File: src/rtl/fifo_rd_packer.sv
`default_nettype none
// +--------------------------------------------------------------------------+
// | fifo_rd_packer                                                           |
// | Pops entries from a 1-cycle-latency FIFO, packs PACK_RATIO of them into  |
// | one word and streams it out through a 2-entry valid/ready buffer.        |
// | Optional flush support: define FIFO_PACK_FLUSH_EN.                       |
// | Revision: 1.0 - initial release                                          |
// +--------------------------------------------------------------------------+
module fifo_rd_packer #(
  parameter int DATA_WIDTH = 8,
  parameter int PACK_RATIO = 4
) (
  input  logic                             clk,
  input  logic                             rst_n,
  output logic                             fifo_pop,
  input  logic [DATA_WIDTH-1:0]            fifo_data,
  input  logic                             fifo_empty,
  output logic                             out_valid,
  input  logic                             out_ready,
  output logic [DATA_WIDTH*PACK_RATIO-1:0] out_data,
  output logic                             busy
`ifdef FIFO_PACK_FLUSH_EN
  ,
  input  logic                             flush,
  output logic                             flush_done,
  output logic [PACK_RATIO-1:0]            out_keep
`endif
);

  localparam int c_cw = $clog2(PACK_RATIO + 1);
  localparam int c_ww = DATA_WIDTH * PACK_RATIO;
  localparam logic [c_cw-1:0] c_last = c_cw'(PACK_RATIO - 1);

  logic              r_armed;
  logic              r_infl;
  logic [c_cw-1:0]   r_cnt;
  logic [c_ww-1:0]   r_asm;
  logic [1:0]        r_out_cnt;
  logic [c_ww-1:0]   r_buf0;
  logic [c_ww-1:0]   r_buf1;

  logic              w_flushing;
  logic              w_push_full;
  logic              w_push_part;
  logic              w_push;
  logic              w_retire;
  logic [c_cw:0]     w_fill;
  logic [c_ww-1:0]   w_full_word;
  logic [c_ww-1:0]   w_push_data;
  logic              w_ld0;
  logic              w_ld1;
  logic              w_sh;
  logic [1:0]        w_out_cnt_nxt;

  assign w_fill      = {1'b0, r_cnt} + {{c_cw{1'b0}}, r_infl};
  // The word-completing byte is only requested when a buffer slot is certain.
  assign fifo_pop    = r_armed && !fifo_empty && !w_flushing &&
                       ((r_out_cnt != 2'd2) || (w_fill < {1'b0, c_last}));
  assign w_push_full = r_infl && (r_cnt == c_last);
  assign w_push      = w_push_full || w_push_part;
  assign out_valid   = (r_out_cnt != 2'd0);
  assign w_retire    = out_valid && out_ready;
  assign out_data    = r_buf0;
  assign busy        = (r_cnt != '0) || r_infl || (r_out_cnt != 2'd0);

  always_comb begin
    w_full_word = r_asm;
    w_full_word[c_ww-1 -: DATA_WIDTH] = fifo_data;
  end

  assign w_ld0 = w_push && ((r_out_cnt == 2'd0) || ((r_out_cnt == 2'd1) && w_retire));
  assign w_ld1 = w_push && (((r_out_cnt == 2'd1) && !w_retire) ||
                            ((r_out_cnt == 2'd2) && w_retire));
  assign w_sh  = w_retire && (r_out_cnt == 2'd2);

  always_comb begin
    w_out_cnt_nxt = r_out_cnt;
    if (w_push && !w_retire)
      w_out_cnt_nxt = r_out_cnt + 2'd1;
    else if (!w_push && w_retire)
      w_out_cnt_nxt = r_out_cnt - 2'd1;
  end

`ifdef FIFO_PACK_FLUSH_EN
  localparam logic [1:0] c_st_run   = 2'd0;
  localparam logic [1:0] c_st_drain = 2'd1;
  localparam logic [1:0] c_st_emit  = 2'd2;
  localparam logic [1:0] c_st_done  = 2'd3;

  logic [1:0]            r_state;
  logic [PACK_RATIO-1:0] r_keep0;
  logic [PACK_RATIO-1:0] r_keep1;
  logic [PACK_RATIO-1:0] w_part_keep;
  logic [PACK_RATIO-1:0] w_push_keep;

  assign w_flushing  = (r_state != c_st_run);
  assign w_push_part = (r_state == c_st_emit) && (r_out_cnt != 2'd2);
  // Unused lanes of a partial word are already zero: the assembly register clears on every push.
  assign w_push_data = w_push_part ? r_asm : w_full_word;
  assign w_push_keep = w_push_part ? w_part_keep : {PACK_RATIO{1'b1}};
  assign flush_done  = (r_state == c_st_done);
  assign out_keep    = r_keep0;

  always_comb begin
    w_part_keep = '0;
    for (int i = 0; i < PACK_RATIO; i++)
      w_part_keep[i] = (c_cw'(i) < r_cnt);
  end

  always_ff @(posedge clk or negedge rst_n) begin
    if (!rst_n) begin
      r_state <= c_st_run;
      r_keep0 <= '0;
      r_keep1 <= '0;
    end else begin
      case (r_state)
        c_st_run:   if (flush) r_state <= c_st_drain;
        c_st_drain: if (!r_infl) r_state <= (r_cnt != '0) ? c_st_emit : c_st_done;
        c_st_emit:  if (r_out_cnt != 2'd2) r_state <= c_st_done;
        default:    r_state <= c_st_run;
      endcase
      if (w_ld0)
        r_keep0 <= w_push_keep;
      else if (w_sh)
        r_keep0 <= r_keep1;
      if (w_ld1)
        r_keep1 <= w_push_keep;
    end
  end
`else
  assign w_flushing  = 1'b0;
  assign w_push_part = 1'b0;
  assign w_push_data = w_full_word;
`endif

  always_ff @(posedge clk or negedge rst_n) begin
    if (!rst_n) begin
      r_armed   <= 1'b0;
      r_infl    <= 1'b0;
      r_cnt     <= '0;
      r_asm     <= '0;
      r_out_cnt <= 2'd0;
      r_buf0    <= '0;
      r_buf1    <= '0;
    end else begin
      r_armed   <= 1'b1;
      r_infl    <= fifo_pop;
      r_out_cnt <= w_out_cnt_nxt;
      if (w_push_part)
        r_cnt <= '0;
      else if (r_infl)
        r_cnt <= (r_cnt == c_last) ? '0 : r_cnt + c_cw'(1);
      if (w_push)
        r_asm <= '0;
      else if (r_infl) begin
        for (int i = 0; i < PACK_RATIO; i++)
          if (r_cnt == c_cw'(i))
            r_asm[i*DATA_WIDTH +: DATA_WIDTH] <= fifo_data;
      end
      if (w_ld0)
        r_buf0 <= w_push_data;
      else if (w_sh)
        r_buf0 <= r_buf1;
      if (w_ld1)
        r_buf1 <= w_push_data;
    end
  end

endmodule
`default_nettype wire
File: config.mk
export PLATFORM = sky130hd
export DESIGN_NAME = fifo_rd_packer
export DESIGN_NICKNAME = d
export VERILOG_FILES = /design/src/rtl/fifo_rd_packer.sv
export SDC_FILE = /design/constraint.sdc
export NUM_CORES = 1
export LEC_CHECK = 0
export CAP_MARGIN = 10
export CORE_MARGIN = 2
export CORE_UTILIZATION = 55
export DETAILED_ROUTE_END_ITERATION = 10
export GPL_TIMING_DRIVEN = 0
export PLACE_DENSITY_LB_ADDON = 0.08
export SLEW_MARGIN = 20
export SYNTH_ARGS = -nofsm -noshare
export SYNTH_HDL_FRONTEND = slang
export SYNTH_SLANG_ARGS = --single-unit
File: constraint.sdc
create_clock -name clk -period 2 [get_ports clk]
set_input_delay 0.2 -clock clk [delete_from_list [all_inputs] [get_ports clk]]
set_output_delay 0.2 -clock clk [all_outputs]
set_load 0.05 [all_outputs]
; Word level (Yosys, flattened, before mapping)
; Index checks and enable logic that the tools add are counted.
[totals]
output_inout_bits = 35
in_bits = 12
word_cells = 62
regBits = 95
[op_classes]
order_cmp = 1
n_reduce_logical = 32
mux = 10
n_eq_ne = 6
n_addsub = 4
[op_table]
columns = operator, count
row1 = 2-to-1 mux 32 bit, 2
row2 = 2-to-1 mux 24 bit, 2
row3 = 2-to-1 mux 8 bit, 3
row4 = nonzero test 2 bit, 7
row5 = logical AND 1 bit, 11
row6 = "equality test 3 x 2 -> 1 bit, second input constant", 2
row7 = AND reduction 2 bit, 3
row8 = logical OR 1 bit, 5
row9 = adder 3 x 1 -> 4 bit, 1
row10 = "less-than comparator 4 x 2 -> 1 bit, second input constant", 1
row11 = 2-to-1 mux 2 bit, 2
row12 = "adder 3 x 1 -> 3 bit, second input constant", 1
row13 = "equality test 3 x 1 -> 1 bit, second input constant", 1
row14 = logical NOT 1 bit, 3
row15 = logical NOT 3 bit, 1
row16 = 2-to-1 mux 3 bit, 1
row17 = nonzero test 3 bit, 1
row18 = "adder 2 x 1 -> 2 bit, second input constant", 1
row19 = "equality test 2 x 1 -> 1 bit, second input constant", 1
row20 = "equality test 2 bit, second input constant", 1
row21 = logical NOT 2 bit, 1
row22 = "!= test 2 bit, second input constant", 1
row23 = "subtractor 2 x 1 -> 2 bit, second input constant", 1

; Longest topological paths before layout
[logic_depth]
depth_word = 6
depth_mapped = 7
mapped_depth_nobuf = 6

; Worst setup path before layout
; No wires, ideal clock.
[synth_path]
path_kind = reg2reg
start = register r_infl
end = register r_infl
arrival_time_ns = 1.849
n_path_buf = 0
setup_ns = 0.215
period_less_slack_ns = 2.064
stages_incl_launch_ff = 6
path_slack_ns = -0.064
required_ns = 1.785
path_cell_list = dfrtp_1 > ha_1 > ha_1 > nand2_1 > o21ai_0 > a21oi_1
[synth_via]
elab_chain_cells = 4
[synth_lines]
columns = item, line_no
row1 = from (decl), 35  ; logic r_infl;
row2 = from (signal assigned), 147  ; r_infl <= fifo_pop;
row3 = adder 3 x 1 -> 4 bit, 55  ; assign w_fill = {1'b0, r_cnt} + {{c_cw{1'b0}}, r_infl};
row4 = less-than comparator 4 x 2 -> 1 bit, 58  ; ((r_out_cnt != 2'd2) || (w_fill < {1'b0, c_last}));
row5 = logical OR 1 bit, 58
row6 = logical AND 1 bit, 57  ; assign fifo_pop = r_armed && !fifo_empty && !w_flushing &&
row7 = net fifo_pop, 15  ; output logic fifo_pop,
; The timed path passes the listed nets, and every way through them passes these cells.
; A chain may end at the register's enable or synchronous reset.

; Final worst setup path
[layout_path]
start = register r_cnt[0]
end = register r_buf1[3]
[layout_via]
elab_chain_cells = 3
[layout_lines]
columns = item, line_no
row1 = from (decl), 36  ; logic [c_cw-1:0] r_cnt;
row2 = from (signal assigned), 152  ; r_cnt <= (r_cnt == c_last) ? '0 : r_cnt + c_cw'(1);
row3 = equality test 3 x 2 -> 1 bit, --
row4 = logical AND 1 bit, 59  ; assign w_push_full = r_infl && (r_cnt == c_last);
row5 = logical AND 1 bit, 72  ; assign w_ld1 = w_push && (((r_out_cnt == 2'd1) && !w_retire) ||
row6 = to (signal assigned), 165  ; r_buf1 <= w_push_data;
row7 = to (decl), 40  ; logic [c_ww-1:0] r_buf1;
; No other way between the ends.

==> reports/results.txt <==
Outcome: completed
Vias in the first global route: 2,686
Initial antenna violation count: 0
CTS Buf Count: 9
Total number of vias: 2,679
Hpwl dp: 5350 microns
Largest net degree at the start of global routing: 82
Max_cap viols: 0
CP peak stage delay: 0.42 ns
Syn Std Cell Area: 0.00401 sq mm
Lkg Pwr: 2.46 nW
CP Class: reg -> reg
Core area: 0.00714 sq mm
Clk sinks: 95
RSZ-0062 raised after global routing: yes
Full die area: 0.00798 sq mm
Clock transition at path regs: 0.09 ns
CTS root buffer: clkbuf_8
Most common cell on crit path: buf_4
Latest clock arrival within the worst-skew pair: 0.35 ns
Gr usage total: 0.221
Avg WL per Cell: 15.7 microns
Worst Clk Skew: 0.00572 ns
Final min period: 1.99 ns
CTS Buffer Depth: 2
Top cell type by total area after synthesis: dfrtp_1
Critical-path maximum fanout: 10
GR Overflow Total: 0
Final core occ: 0.698
Top cells by area, synth: dfrtp_1 59%, mux2i_1 8.5%, mux2_2 8.2%
Share of cells above drive strength 1: 0.204
Critical path buffers and inverters: 4
Ys flop type: dfrtp_1
# rows: 31
Startpoint types: flip-flop
Max Slew Vio Count: 0
Most frequent cells after synthesis: 95 x dfrtp_1, 68 x nand2_1, 59 x o21ai_0
GPL Wtd Cong: 0.752
Critical path's top delay family: buffers and inverters
Fin crit share: 0.997
Seq cells post-synth: 95
Port Buf Inserts: 46
Pre-antenna DRT Iters: 4
Die H: 89.3 microns
HP Class: in -> async
CP Cell Sequence: buf_4 > ha_2 > nand3b_1 > buf_4 > a21oi_4 > buf_12 > buf_8 > mux2_2
ANT cells: 0
Final WL: 8000 microns
Setup TNS: 0 ns
Register area share after synthesis: 0.594
WP data arrival: 2.24 ns
VDD IR max: 0.833 mV
Routed vias/inst: 5.24
FMAX: 501 MHz
H-tree levels: 3
Syn Nets: 363
Synth top area share: 0.594
Drt drc: 0
Initial Util: 0.561
CP Capture Type: flip-flop
Nets: 429
Final hold vios: 0
Slowest CP cell: dfrtp_2
Count leader, synth: dfrtp_1
CTS tree: yes
Warnings from Yosys: 0
Global-route wire length before repair: 13,200 microns
ANT nets after route: 0
PD cells: 1600 mW/mm^2
Die W: 89.3 microns
Slew HR: 0.659
EDFF count, synth: 0
Syn Inst Count: 341
Synth async-reset ratio: 1.00
Area growth, synth to finish: 24.4%
DRC violation total after the first TritonRoute iteration: 160
Count of cell types in the netlist: 24
Critical Path RT: 2.24 ns
I/O pins: 47
Syn_area_per_cell: 11.7 sq um
Setup-violating endpoint count in the final report: 0
Worst slew pin tran: 0.509 ns
path summary, 6_finish.rpt:
path                               from  cells past startpoint      endpoint  slack, ns
setup / recovery               r_cnt[0]                      8     r_buf1[3]      0.005
hold / removal                    rst_n                      2   out_data[3]       0.23
setup reg to reg               r_cnt[0]                      8     r_buf1[3]      0.005
hold reg to reg              r_buf1[13]                      1    r_buf1[13]       0.49
max in group asynchronous         rst_n                      3      r_asm[0]       1.16
min in group clk           fifo_data[1]                      3  out_data[25]       0.46
cells by family after synthesis:
group                    count (synthesis)  synth area share
flip-flops                              95             0.594
AND/OR/NAND/NOR                         77            0.0781
buffers and inverters                   23            0.0297
adder cells (fa/ha/maj)                 10            0.0312
multiplexers                            66             0.175
XOR/XNOR                                 2           0.00437
AO/OA/AOI/OAI                           67            0.0872
other                                    1          0.000936
registers in the layout (all words and copies together) (netlist names):
| signal | cells |
|---|---|
| r_asm | 24 |
| r_buf1 | 32 |
| r_armed | 1 |
| r_infl | 1 |
| out_data | 32 |
| r_out_cnt | 2 |
| r_cnt | 3 |
through the flow:
| stage | total power (W) | setup WS [ns] | cells | area (sq um) | hold WS (ns) |
|---|---|---|---|---|---|
| 2_1_floorplan | 0.00547 | -0.0277 | 341 | 4010 | -0.0956 |
| 3_3_place_gp | 0.00645 | -2.77 | 486 | 4600 | 0.467 |
| 3_5_place_dp | 0.00657 | -0.382 | 487 | 4630 | 0.0339 |
| 4_1_cts | 0.00798 | -0.114 | 507 | 4900 | 0.221 |
| 5_1_grt | 0.00847 | -0.0535 | 511 | 4980 | 0.232 |
| 6_report | 0.00796 | 0.00517 | 511 | 4980 | 0.227 |
power by group:
part	internal, W	total [W]	switching, W
clock	0.000658	0.00133	0.000675
combinational	0.00130	0.00335	0.00205
sequential	0.00275	0.00328	0.000527
total	0.00472	0.00796	0.00325
per-layer routing:
layer / global-route usage / wire, microns
met5: 0 / 0
met1: 0.308 / 3760
met2: 0.352 / 3810
met3: 0.0332 / 284
met4: 0.0868 / 145
cell usage in the layout, fill, tap and decap left out, types with 6 or more instances in the layout:
cell	n
mux2i_1	34
clkbuf_8	11
ha_1	7
o21ai_0	58
buf_2	7
nand2_1	68
clkdlybuf4s50_1	42
mux2_2	29
buf_4	6
dfrtp_1	93
worst reg2reg max path, stage by stage, from the launching register on:
cell and delay, ns:
dfrtp_2 0.42, buf_4 0.13, ha_2 0.23, nand3b_1 0.13, buf_4 0.20, a21oi_4 0.14
buf_12 0.14, buf_8 0.15, mux2_2 0.35
cell type report:
cell class,instances,area [sq um]
flip-flops and latches,95,2380
plain buffers,16,105
repair buffers,55,587
multi-input cells,223,1540
inverters,7,30.0
well taps,99,124
clock inverters,5,63.8
fillers,564,2160
clock buffers,11,151
repair_timing:
item | CTS | global route
hold endpoints to repair | 95 | 0
pin swaps | 1 | 0
gates cloned | 0 | 1
buffers inserted | 3 | 3
gates resized for setup | 25 | 9
hold buffers | 1 | 0
setup endpoints to repair | 23 | 47
Power figures use the tool's default switching activity.
